$ cat src/rtl/btn_event_ctrl_pkg.sv
// btn_pkg: shared state type and default 100 MHz timing constants for button front-ends
package btn_pkg;
   typedef enum logic [1:0] {IDLE, PRESSED, LONG} state_t;
   localparam int DEBOUNCE_CYC_DEF = 1_000_000;
   localparam int LONG_CYC_DEF     = 100_000_000;
   localparam int REPEAT_CYC_DEF   = 20_000_000;
endpackage

$ cat src/rtl/btn_event_ctrl_if.sv
// btn_event_ctrl_if: raw pin in, debounced level and event strobes out
interface btn_event_ctrl_if;
   logic btn;
   logic btn_level;
   logic btn_pe;
   logic btn_ne;
   logic btn_short;
   logic btn_long;
   logic btn_rep;
   modport master (output btn, input btn_level, btn_pe, btn_ne, btn_short, btn_long, btn_rep);
   modport slave  (input btn, output btn_level, btn_pe, btn_ne, btn_short, btn_long, btn_rep);
endinterface

$ cat src/rtl/btn_event_ctrl_sync_2ff.sv
// sync_2ff: two-flop synchroniser with a selectable reset level
module sync_2ff #(
   parameter bit RST_VAL = 1'b0
) (
   input  logic clk,
   input  logic reset_n,
   input  logic d,
   output logic q
);
   logic s1;
   // shift the asynchronous input through two flops
   always_ff @(posedge clk or negedge reset_n)
      if (!reset_n) {q, s1} <= {RST_VAL, RST_VAL};
      else {q, s1} <= {s1, d};
endmodule

$ cat src/rtl/btn_event_ctrl.sv
// btn_event_ctrl: debounces a push-button and emits press/release/short/long/repeat strobes
module btn_event_ctrl
   import btn_pkg::*;
#(
   parameter int DEBOUNCE_CYC   = DEBOUNCE_CYC_DEF,
   parameter int LONG_CYC       = LONG_CYC_DEF,
   parameter int REPEAT_CYC     = REPEAT_CYC_DEF,
   parameter bit BTN_ACTIVE_LOW = 1'b0
) (
   input logic clk,
   input logic reset_n,
   btn_event_ctrl_if.slave io
);
   localparam int HOLD_MAX = LONG_CYC > REPEAT_CYC ? LONG_CYC : REPEAT_CYC;
   localparam int DW = $clog2(DEBOUNCE_CYC);
   localparam int HW = $clog2(HOLD_MAX);
   localparam logic [DW-1:0] DEB_TOP  = DW'(DEBOUNCE_CYC - 1);
   localparam logic [HW-1:0] LONG_TOP = HW'(LONG_CYC - 1);
   localparam logic [HW-1:0] REP_TOP  = HW'(REPEAT_CYC - 1);
   logic raw_s, flip, long_hit, rep_hit;
   logic [DW-1:0] deb_cnt;
   logic [HW-1:0] hold_cnt;
   state_t state;
   sync_2ff #(.RST_VAL(1'b0)) u_sync (
      .clk(clk),
      .reset_n(reset_n),
      .d(io.btn ^ BTN_ACTIVE_LOW),
      .q(raw_s)
   );
   assign flip     = (raw_s != io.btn_level) && (deb_cnt == DEB_TOP);
   assign long_hit = (state == PRESSED) && (hold_cnt == LONG_TOP);
   assign rep_hit  = (REPEAT_CYC != 0) && (state == LONG) && (hold_cnt == REP_TOP);
   // debounce filter, hold timer and event FSM; a release always beats a long/repeat on the same edge
   always_ff @(posedge clk or negedge reset_n)
      if (!reset_n) begin
         state        <= IDLE;
         deb_cnt      <= '0;
         hold_cnt     <= '0;
         io.btn_level <= 1'b0;
         io.btn_pe    <= 1'b0;
         io.btn_ne    <= 1'b0;
         io.btn_short <= 1'b0;
         io.btn_long  <= 1'b0;
         io.btn_rep   <= 1'b0;
      end else begin
         deb_cnt      <= (raw_s == io.btn_level || flip) ? '0 : deb_cnt + 1'b1;
         io.btn_level <= flip ? raw_s : io.btn_level;
         io.btn_pe    <= flip && raw_s;
         io.btn_ne    <= flip && !raw_s;
         io.btn_short <= flip && !raw_s && state == PRESSED;
         io.btn_long  <= long_hit && !flip;
         io.btn_rep   <= rep_hit && !flip;
         hold_cnt     <= (flip || long_hit || rep_hit || state == IDLE || (state == LONG && REPEAT_CYC == 0))
                         ? '0 : hold_cnt + 1'b1;
         state        <= flip ? (raw_s ? PRESSED : IDLE) : long_hit ? LONG : state;
      end
endmodule

$ cat src/flat_wrapper.sv
// flat-port wrapper written by rule: the top's interface ports become plain ports
module btn_event_ctrl_flat import btn_pkg::*;
#(
   parameter int DEBOUNCE_CYC   = DEBOUNCE_CYC_DEF,
   parameter int LONG_CYC       = LONG_CYC_DEF,
   parameter int REPEAT_CYC     = REPEAT_CYC_DEF,
   parameter bit BTN_ACTIVE_LOW = 1'b0
)
  (clk, reset_n, io_btn, io_btn_level, io_btn_pe, io_btn_ne, io_btn_short, io_btn_long, io_btn_rep);
  btn_event_ctrl_if io_i ();
  input logic clk;
  input logic reset_n;
  input wire logic [$bits(io_i.btn)-1:0] io_btn;
  output wire logic [$bits(io_i.btn_level)-1:0] io_btn_level;
  output wire logic [$bits(io_i.btn_pe)-1:0] io_btn_pe;
  output wire logic [$bits(io_i.btn_ne)-1:0] io_btn_ne;
  output wire logic [$bits(io_i.btn_short)-1:0] io_btn_short;
  output wire logic [$bits(io_i.btn_long)-1:0] io_btn_long;
  output wire logic [$bits(io_i.btn_rep)-1:0] io_btn_rep;
  assign io_i.btn = io_btn;
  assign io_btn_level = io_i.btn_level;
  assign io_btn_pe = io_i.btn_pe;
  assign io_btn_ne = io_i.btn_ne;
  assign io_btn_short = io_i.btn_short;
  assign io_btn_long = io_i.btn_long;
  assign io_btn_rep = io_i.btn_rep;
  btn_event_ctrl #(.DEBOUNCE_CYC(DEBOUNCE_CYC), .LONG_CYC(LONG_CYC), .REPEAT_CYC(REPEAT_CYC), .BTN_ACTIVE_LOW(BTN_ACTIVE_LOW)) u_core (.clk(clk), .reset_n(reset_n), .io(io_i));
endmodule
$ cat config.mk
export PLATFORM = sky130hd
export DESIGN_NAME = btn_event_ctrl_flat
export DESIGN_NICKNAME = d
export VERILOG_FILES = /design/src/rtl/btn_event_ctrl_pkg.sv /design/src/rtl/btn_event_ctrl_if.sv /design/src/rtl/btn_event_ctrl_sync_2ff.sv /design/src/rtl/btn_event_ctrl.sv /design/src/flat_wrapper.sv
export SDC_FILE = /design/constraint.sdc
export NUM_CORES = 1
export LEC_CHECK = 0
export ABC_CLOCK_PERIOD_IN_PS = 6510
export BUFFER_PORTS_ARGS = -buffer_cell sky130_fd_sc_hd__buf_4
export CORE_MARGIN = 2
export CORE_UTILIZATION = 50
export CTS_CLUSTER_SIZE = 40
export DETAILED_ROUTE_END_ITERATION = 6
export PLACE_DENSITY = 0.62
export SYNTH_ARGS = -nofsm -noshare
export SYNTH_HDL_FRONTEND = slang
export SYNTH_HIERARCHICAL = 1
export SYNTH_SLANG_ARGS = --single-unit
$ cat constraint.sdc
create_clock -name clk -period 6.51 [get_ports clk]
set_clock_uncertainty 0.1 [all_clocks]
set_input_delay 0 -clock clk [delete_from_list [all_inputs] [get_ports clk]]
set_output_delay 0 -clock clk [all_outputs]
set_load 0.02 [all_outputs]
==> results.json, run 1 <==
{
  "outcome": "finished clean",
  "finalSetupTns_ps": 0,
  "layout-drive-gt1-share_pct": 10.9,
  "yosysSeqAreaShare_pct": 52.2,
  "crit_fanout": 27,
  "power_density_nw_per_um2": 229,
  "cp_top_family": "simple AND/OR/NAND/NOR gates",
  "timing.fmax_ghz": 0.373,
  "worst_pin_slew_ps": 920,
  "num_vias": 1857,
  "core_area_um2": 5170,
  "path_buf_inv": 0,
  "crit_chain": "ha_1 > nand3_2 > or4_4 > nor3b_4 > or3_1 > nor2_1",
  "syn-instance-count": 265,
  "cp_slowest_cell": "or3_1",
  "slowest_delay_ps": 750,
  "cts_buffers": 9,
  "fp.dieH_um": 77.9,
  "ctsLongestPathBuffers": 2,
  "worstReg2RegStart": "u_core/deb_cnt[0]$_DFF_PN0_",
  "dieArea_um2": 6070,
  "postSynth.asyncResetShare_pct": 100,
  "h-tree-depth": 3,
  "routed_wl_um": 4820,
  "slew_violations": 0,
  "placed_area_um2": 2810,
  "arrival_ps": 2750,
  "synth_top_area_cell": "dfrtp_1",
  "place_congestion": 0.741,
  "rr_worst_depth": 6,
  "grt_antenna_before_repair": 0,
  "grt_pass1_wl_um": 8690,
  "cp-start-kind": "register",
  "synthFlopType": "dfrtp_1",
  "final_util_pct": 58.5,
  "io_pins": 9,
  "finalCritPeriodShare_pct": 41.2,
  "clk_transition_reported_paths_ps": 60,
  "ir_drop_v": 0.000132,
  "initial_utilization_pct": 52.8,
  "dpl.hpwl_um": 3190,
  "layout.nets": 286,
  "drt_iter0_markers": 104,
  "grt_start_max_net_pins": 58,
  "drc": 0,
  "timing.slew.headroom_pct": 38.7,
  "dp_slack_ps": 3830,
  "cts_tree": "built",
  "clkLatencyLatePin_ps": 330,
  "rsz0062_at_grt": "false",
  "hp-class": "primary input to asynchronous set/reset pin",
  "synth-seq-cells": 57,
  "io_buffers": 8,
  "syn_area_per_cell_um2": 10.3,
  "routed_via_density": 5.23,
  "required_ps": 6580,
  "core.rowCount": 26,
  "hold_viol_final": 0,
  "firstDrtPassIters": 4,
  "clockRootBuffer": "clkbuf_8",
  "synth.most_common_cell": "nor2_1",
  "fin_ws_ps": 3830,
  "postRouteAntennaNets": 0,
  "ys_top_cells_by_count": "nor2_1, dfrtp_1, xor2_1",
  "areaGrowthSynthToFinish_pct": 10.9,
  "gr-total-overflow": 0,
  "die_x_um": 77.9,
  "synth_edf_count": 0,
  "syn_area_um2": 2730,
  "cts-resized-gates": 0,
  "ys_top_cells_by_area": "dfrtp_1, xor2_1, nor2_1, xnor2_1, nand3_1",
  "grt_usage_pct": 18.7,
  "antenna_cells": 0,
  "cap_violations": 0,
  "synthDistinctLibCells": 39,
  "cts.sinks": 57,
  "r2r_setup_slack_ps": 3830,
  "synth_nets": 270,
  "wl_per_cell_um": 13.6,
  "ys_warn_count": 6,
  "r2r-end": "u_core/hold_cnt[16]$_DFF_PN0_",
  "p_leak_nw": 1.26,
  "synth_top_area_share_pct": 52.2,
  "period_needed_ps": 2680,
  "final_cell_area_um2": 3030,
  "grt_pass1_vias": 1927,
  "p_total_mw": 0.694,
  "end_kind": "register",
  "crit_type": "register to register",
  "finalSetupViolCount": 0
}
how the worst max path moves through the flow:
stage | start | to | cells after the start
global placement | u_core/deb_cnt[0]$_DFF_PN0_ | u_core/hold_cnt[7]$_DFF_PN0_ | 6
global route | u_core/deb_cnt[0]$_DFF_PN0_ | u_core/hold_cnt[16]$_DFF_PN0_ | 6
finish | u_core/deb_cnt[0]$_DFF_PN0_ | u_core/hold_cnt[16]$_DFF_PN0_ | 6
floorplan | u_core/deb_cnt[0]$_DFF_PN0_ | u_core/deb_cnt[10]$_DFF_PN0_ | 7
CTS | u_core/deb_cnt[0]$_DFF_PN0_ | u_core/hold_cnt[16]$_DFF_PN0_ | 6
detailed placement | u_core/deb_cnt[0]$_DFF_PN0_ | u_core/hold_cnt[2]$_DFF_PN0_ | 6
registers in the layout, indices dropped and copies added (netlist names):
| name | count |
|---|---|
| u_core/io.btn_short | 1 |
| u_core/state | 2 |
| u_core/io.btn_long | 1 |
| u_core/u_sync/q | 1 |
| u_core/io.btn_rep | 1 |
| u_core/u_sync/s1 | 1 |
| u_core/hold_cnt | 27 |
| u_core/io.btn_ne | 1 |
| u_core/deb_cnt | 20 |
| u_core/io.btn_level | 1 |
| u_core/io.btn_pe | 1 |
stage by stage:
stage               hold WS, ps  cells
floorplan                  -396    265
global placement          -2.42    338
detailed placement        -3.92    338
CTS                         177    355
global route                205    355
finish                      144    355
worst register-to-register path: cells and delay by family, from the launching register on:
kind          cells  cell delay [ps]
simple gates      5             1830
flops             1              380
fa+ha+maj         1              210
where the power goes:
part,switching (mW),total [mW],internal [mW],leakage [nW]
combinational,0.00973,0.0134,0.00368,0.371
sequential,0.00198,0.359,0.357,0.790
clock,0.128,0.322,0.194,0.102
total,0.140,0.694,0.554,1.26
cell type report:
type / count / area, um^2
multi-input combinational: 198 / 1220
inverter: 5 / 18.8
tap: 70 / 87.6
timing repair buffer: 10 / 80.1
clock buffer: 12 / 155
sequential: 57 / 1430
clock inverter: 3 / 40.0
fill: 428 / 2150
layout by cell type, fill, tap and decap left out, types with 2 or more instances in the layout:
master / netlist / layout
and4_1: 4 / 4
nand3_1: 18 / 18
nor4b_1: 3 / 3
clkinv_2: 0 / 2
ha_1: 2 / 2
dfrtp_1: 57 / 57
nand4b_1: 2 / 2
nor4_1: 3 / 3
or2_2: 2 / 2
clkbuf_8: 0 / 11
nand3b_1: 2 / 2
buf_4: 0 / 8
xnor2_1: 16 / 16
and3_1: 7 / 7
nand4_1: 11 / 11
nor4bb_1: 2 / 2
nor2_1: 64 / 64
dlygate4sd3_1: 0 / 2
inv_1: 5 / 5
xor2_1: 28 / 28
or3_1: 2 / 2
nand2_1: 13 / 13
nor2b_1: 2 / 2
cell families after synthesis:
family,after synthesis,synth area share (%)
and+or+nand+nor,147,28.3
DFF,57,52.2
xor gates and xnor gates,44,14.1
buffers and inverters,10,3.12
AOI/OAI and AO/OA,5,1.33
adders and majority gates,2,0.916
layer usage:
layer | vias up | routed length (um) | global-route usage (%)
met1 | 897 | 2330 | 22.5
li1 | 934 | - | -
met3 | 6 | 178 | 7.67
met4 | 0 | 63 | 5.96
met5 | - | 0 | 0
met2 | 20 | 2250 | 30.6
repair_timing:
| action | CTS | global route |
|---|---|---|
| hold buffers | 2 | 0 |
| setup buffers | 0 | 0 |
| hold endpoints to repair | 58 | 0 |
(Power assumes the default switching activity.)
==> inputs of run 2 (changes only) <==
--- a/config.mk
+++ b/config.mk
@@ -5,7 +5,7 @@
 export SDC_FILE = /design/constraint.sdc
 export NUM_CORES = 1
 export LEC_CHECK = 0
-export ABC_CLOCK_PERIOD_IN_PS = 6510
+export ABC_CLOCK_PERIOD_IN_PS = 2600
 export BUFFER_PORTS_ARGS = -buffer_cell sky130_fd_sc_hd__buf_4
 export CORE_MARGIN = 2
 export CORE_UTILIZATION = 50
==> constraint.sdc (replaced) <==
create_clock -name clk -period 2.6 [get_ports clk]
set_clock_uncertainty 0.1 [all_clocks]
set_input_delay 0 -clock clk [delete_from_list [all_inputs] [get_ports clk]]
set_output_delay 0 -clock clk [all_outputs]
set_load 0.02 [all_outputs]
==> run 2 against run 1 <==
Worst setup slack got worse by 3500 ps. Combinational power rose to 2.5 times the previous value. Maximum frequency increased by 17%. Sequential power rose to 2.5 times the previous value. Die area unchanged. Largest cell class unchanged. Critical path depth stayed put. Highest routed layer unchanged. Power increased by 140%. Worst hold slack better by 24 ps.
==> results.json, run 2 (synthesis gave the netlist of run 1 again) <==
{
  "outcome": "finished clean",
  "intPower_mw": 1.29,
  "pwr-share-clk_pct": 43.5,
  "timing.slew.headroom_pct": 52.5,
  "grt_pass1_vias": 1853,
  "dieArea_um2": 6070,
  "dpl.hpwl_um": 3240,
  "cts_buffers": 9,
  "p_sw_share_pct": 21.5,
  "fp.dieH_um": 77.9,
  "crit_chain": "ha_1 > nand3_2 > or4_4 > or2_2 > nand2_2 > nor2_1",
  "core.rowCount": 26,
  "p_total_mw": 1.65,
  "firstDrtPassIters": 4,
  "worst_pin_slew_ps": 713,
  "grt_antenna_before_repair": 0,
  "period_needed_ps": 2290,
  "r2r_setup_slack_ps": 310,
  "final_common_cell": "nor2_1",
  "regMostFlops": "u_core/hold_cnt",
  "crit_start": "u_core/deb_cnt[0]$_DFF_PN0_",
  "ir_drop_v": 0.000298,
  "grt_usage_pct": 18.9,
  "ctsLongestPathBuffers": 2,
  "cts.sinks": 57,
  "worstReg2RegStart": "u_core/deb_cnt[0]$_DFF_PN0_",
  "placed_area_um2": 2850,
  "clkLatencyLatePin_ps": 330,
  "layout.nets": 289,
  "num_vias": 1890,
  "gr-total-overflow": 0,
  "power_density_nw_per_um2": 543,
  "rsz0062_at_grt": "false",
  "slew_violations": 0,
  "finalSetupViolCount": 0,
  "p_leak_nw": 1.27,
  "crit_type": "register to register",
  "sequentialPowerShare_pct": 54.4,
  "io_buffers": 8,
  "wl_per_cell_um": 13.8,
  "grt_start_max_net_pins": 58,
  "finalCritPeriodShare_pct": 87.9,
  "cp_top_family": "simple AND/OR/NAND/NOR gates",
  "cp_slowest_cell": "or4_4",
  "cts_tree": "built",
  "combPwrFrac_pct": 2.1,
  "top_regs": "u_core/hold_cnt: 27 flops, u_core/deb_cnt: 20 flops, u_core/state: 2 flops",
  "clk_transition_reported_paths_ps": 60,
  "hold_viol_final": 0,
  "final_util_pct": 58.8,
  "antenna_cells": 0,
  "clockRootBuffer": "clkbuf_8",
  "largest_register_ffs": 27,
  "postRouteAntennaNets": 0,
  "crit_fanout": 19,
  "path_buf_inv": 0,
  "grt_pass1_wl_um": 8930,
  "io_pins": 9,
  "switchingPower_mw": 0.355,
  "drt_iter0_markers": 161,
  "final_cell_area_um2": 3040,
  "layout-drive-gt1-share_pct": 11.8,
  "routed_via_density": 5.26,
  "die_x_um": 77.9,
  "required_ps": 2700,
  "routed_wl_um": 4960,
  "postCtsHoldBufs": 2,
  "core_area_um2": 5170,
  "areaGrowthSynthToFinish_pct": 11.4,
  "cp-start-kind": "register",
  "cts-resized-gates": 0,
  "layout_common_cells": "nor2_1, dfrtp_1, xor2_1",
  "arrival_ps": 2390,
  "post-cts-setup-buffers": 0,
  "initial_utilization_pct": 52.8,
  "h-tree-depth": 3,
  "place_congestion": 0.729,
  "timing.fmax_ghz": 0.438,
  "finalSetupTns_ps": 0,
  "hp-class": "primary input to asynchronous set/reset pin",
  "cap_violations": 0,
  "drc": 0,
  "slowest_delay_ps": 570,
  "end_kind": "register"
}
## run 2: path summary, 6_finish.rpt
path / to / depth (start not counted)
max: u_core/deb_cnt[17]$_DFF_PN0_ / 6
min reg2reg: u_core/u_sync/q$_DFF_PN0_ / 0
min: u_core/io.btn_ne$_DFF_PN0_ / 2
max reg2reg: u_core/deb_cnt[17]$_DFF_PN0_ / 6
min in group clk: u_core/u_sync/s1$_DFF_PN0_ / 2
max in group asynchronous: u_core/deb_cnt[8]$_DFF_PN0_ / 2
## run 2: metal layers
layer	vias up	wire [um]	part of all wire [%]	track usage, %
met5	-	0	0	0
met4	0	63	1.3	5.79
met3	5	149	3.0	7.67
met2	16	2210	45	26.9
met1	928	2530	51	26.5
li1	941	-	-	-
## run 2: area by class of cell
type	instances	area [um^2]
Tap cell	70	87.6
Clock inverter	3	15.0
Timing Repair Buffer	13	115
Clock buffer	13	159
Fill cell	430	2130
Sequential cell	57	1430
Multi-Input combinational cell	198	1220
Inverter	5	18.8
## run 2: power groups by stage
stage                     clock network (mW)  logic, mW  registers [mW]
final                                  0.718     0.0339           0.898
after global placement                     0     0.0337           0.913
after global routing                   0.787     0.0396           0.898
after CTS                              0.745     0.0353           0.898
after detailed placement                   0     0.0330           0.914
after floorplan                            0     0.0120           0.913
## run 2: worst register-to-register path, delay by kind of cell (launching register included)
family,cells,cell delay [ps]
AND/OR/NAND/NOR,5,1460
adder cells (fa/ha/maj),1,220
flip-flops,1,380
## run 2: metrics by stage
stage	hold WS [ps]	worst slack (ps)	std cells
6_report	168	314	359
3_5_place_dp	4.20	322	341
4_1_cts	180	302	359
5_1_grt	205	169	359
3_3_place_gp	2.36	405	341
2_1_floorplan	-396	520	265
==> inputs of run 3 (changes only) <==
--- a/config.mk
+++ b/config.mk
@@ -8,10 +8,11 @@
 export ABC_CLOCK_PERIOD_IN_PS = 2600
 export BUFFER_PORTS_ARGS = -buffer_cell sky130_fd_sc_hd__buf_4
 export CORE_MARGIN = 2
-export CORE_UTILIZATION = 50
+export CORE_UTILIZATION = 40
 export CTS_CLUSTER_SIZE = 40
 export DETAILED_ROUTE_END_ITERATION = 6
-export PLACE_DENSITY = 0.62
+export PLACE_DENSITY = 0.51
+export REMOVE_ABC_BUFFERS = 1
 export SYNTH_ARGS = -nofsm -noshare
 export SYNTH_HDL_FRONTEND = slang
 export SYNTH_HIERARCHICAL = 1
==> run 3 against run 2 <==
Global-route usage down 3.5 points. Design area rose by 2.2%. Clock power increased by 31%. Power up 13%. Critical path type unchanged. Largest cell class unchanged. Largest power group is now clock.
==> results.json, run 3 (synthesis gave the netlist of run 1 again) <==
{
  "outcome": "finished clean",
  "crit_fanout": 19,
  "largest_register_ffs": 27,
  "num_vias": 1885,
  "fillCellCount": 645,
  "finalCritPeriodShare_pct": 87.6,
  "core.rowCount": 30,
  "top_regs": "u_core/hold_cnt: 27 flops, u_core/deb_cnt: 20 flops, u_core/state: 2 flops",
  "cts.sinks": 57,
  "areaGrowthSynthToFinish_pct": 13.8,
  "finalSetupViolCount": 0,
  "grt_pass1_vias": 1877,
  "clk_transition_reported_paths_ps": 60,
  "wl_per_cell_um": 13.7,
  "regMostFlops": "u_core/hold_cnt",
  "end_kind": "register",
  "gr-total-overflow": 0,
  "place_congestion": 0.714,
  "finalSetupTns_ps": 0,
  "worst_pin_slew_ps": 731,
  "routed_via_density": 5.12,
  "ir_drop_v": 0.000370,
  "dpl.hpwl_um": 3220,
  "slew_violations": 0,
  "clockRootBuffer": "clkbuf_8",
  "p_leak_nw": 1.30,
  "drc": 0,
  "firstDrtPassIters": 4,
  "cp-start-kind": "register",
  "fp.dieH_um": 86.6,
  "seqCellArea_um2": 1430,
  "grt.busiest_layer": "met2",
  "grt_antenna_before_repair": 0,
  "rsz0062_at_grt": "false",
  "drt_iter0_markers": 110,
  "cts_buffers": 9,
  "r2r-end": "u_core/deb_cnt[12]$_DFF_PN0_",
  "arrival_ps": 2390,
  "cap_violations": 0,
  "grt_usage_pct": 15.4,
  "core_area_um2": 6680,
  "p_total_mw": 1.87,
  "layout.nets": 289,
  "grtUsageMet3_pct": 6.00,
  "worstReg2RegStart": "u_core/deb_cnt[0]$_DFF_PN0_",
  "hold_viol_final": 0,
  "finalNonFillerCells": 368,
  "multi_input_area_um2": 1220,
  "io_buffers": 8,
  "timing.slew.headroom_pct": 51.3,
  "antenna_cells": 0,
  "grt_pass1_wl_um": 8910,
  "grt_use_met1_pct": 19.5,
  "h-tree-depth": 3,
  "dp.cells": 351,
  "initial_utilization_pct": 40.9,
  "timing.fmax_ghz": 0.439,
  "crit_type": "register to register",
  "dieArea_um2": 7500,
  "cts_tree": "built",
  "die_x_um": 86.6,
  "required_ps": 2710,
  "clkLatencyLatePin_ps": 330,
  "final_common_cell": "nor2_1",
  "layout_common_cells": "nor2_1, dfrtp_1, xor2_1",
  "routed_wl_um": 5040,
  "hp-class": "primary input to asynchronous set/reset pin",
  "layout-drive-gt1-share_pct": 11.8,
  "period_needed_ps": 2280,
  "io_pins": 9,
  "rr_worst_depth": 6,
  "power_density_nw_per_um2": 602,
  "post-cts-setup-buffers": 0,
  "r2r_setup_slack_ps": 320,
  "ctsLongestPathBuffers": 2,
  "grt_start_max_net_pins": 58,
  "postRouteAntennaNets": 0,
  "use_met2_pct": 24.2
}
==> run 3: cell count changes in the layout (fill, tap and decap cells not counted), sizes merged <==
cell    delta
bufinv     +2
clkinv     -3
==> run 3: critical path, stage by stage (launching register included) <==
cell and delay [ps]:
dfrtp_1 380, ha_1 210, nand3_2 130, or4_4 570, or2_2 340, nand2_2 320
nor2_1 100
==> run 3: repair_timing <==
item | CTS | global route
gates resized for setup | 0 | 0
endpoints found under the hold margin | 58 | 0
hold buffers | 2 | 0
==> run 3: metal layers <==
layer / wire [um] / up-vias / share of wire, %
met5: 0 / - / 0
met4: 54 / 0 / 1.1
met3: 173 / 7 / 3.4
met2: 2330 / 21 / 46
met1: 2480 / 917 / 49
li1: - / 940 / -
==> run 3: layout make-up <==
class                      count  area share (%)
sequential                    57            45.9
timing repair buffer          13            3.70
clock inverter                 2            1.93
multi-input combinational    198            39.2
clock buffer                  13            5.43
inverter                       5           0.604
tap                           80            3.22
==> run 3: worst max path at each step <==
stage | from | cells past startpoint | slack [ps] | to
2_1_floorplan | u_core/deb_cnt[0]$_DFF_PN0_ | 6 | 300 | u_core/hold_cnt[10]$_DFF_PN0_
3_3_place_gp | u_core/deb_cnt[0]$_DFF_PN0_ | 6 | 370 | u_core/deb_cnt[13]$_DFF_PN0_
3_5_place_dp | u_core/deb_cnt[0]$_DFF_PN0_ | 6 | 320 | u_core/deb_cnt[12]$_DFF_PN0_
4_1_cts | u_core/deb_cnt[0]$_DFF_PN0_ | 6 | 320 | u_core/deb_cnt[12]$_DFF_PN0_
5_1_grt | u_core/hold_cnt[0]$_DFF_PN0_ | 7 | 160 | u_core/hold_cnt[17]$_DFF_PN0_
6_report | u_core/deb_cnt[0]$_DFF_PN0_ | 6 | 320 | u_core/deb_cnt[12]$_DFF_PN0_
==> run 3: through the flow <==
step / area [um^2] / worst slack, ps / hold WS (ps) / util, %
6_report: 3110 / 322 / 164 / 46.5
5_1_grt: 3110 / 157 / 213 / 46.5
4_1_cts: 3110 / 315 / 190 / 46.5
3_5_place_dp: 2860 / 315 / 10.6 / 42.8
3_3_place_gp: 2860 / 368 / 9.80 / 42.8
2_1_floorplan: 2660 / 301 / -396 / -
==> run 3: power breakdown <==
part / internal (mW) / switching, mW
logic: 0.00910 / 0.0255
registers: 0.893 / 0.00524
clock network: 0.613 / 0.326
total: 1.51 / 0.357
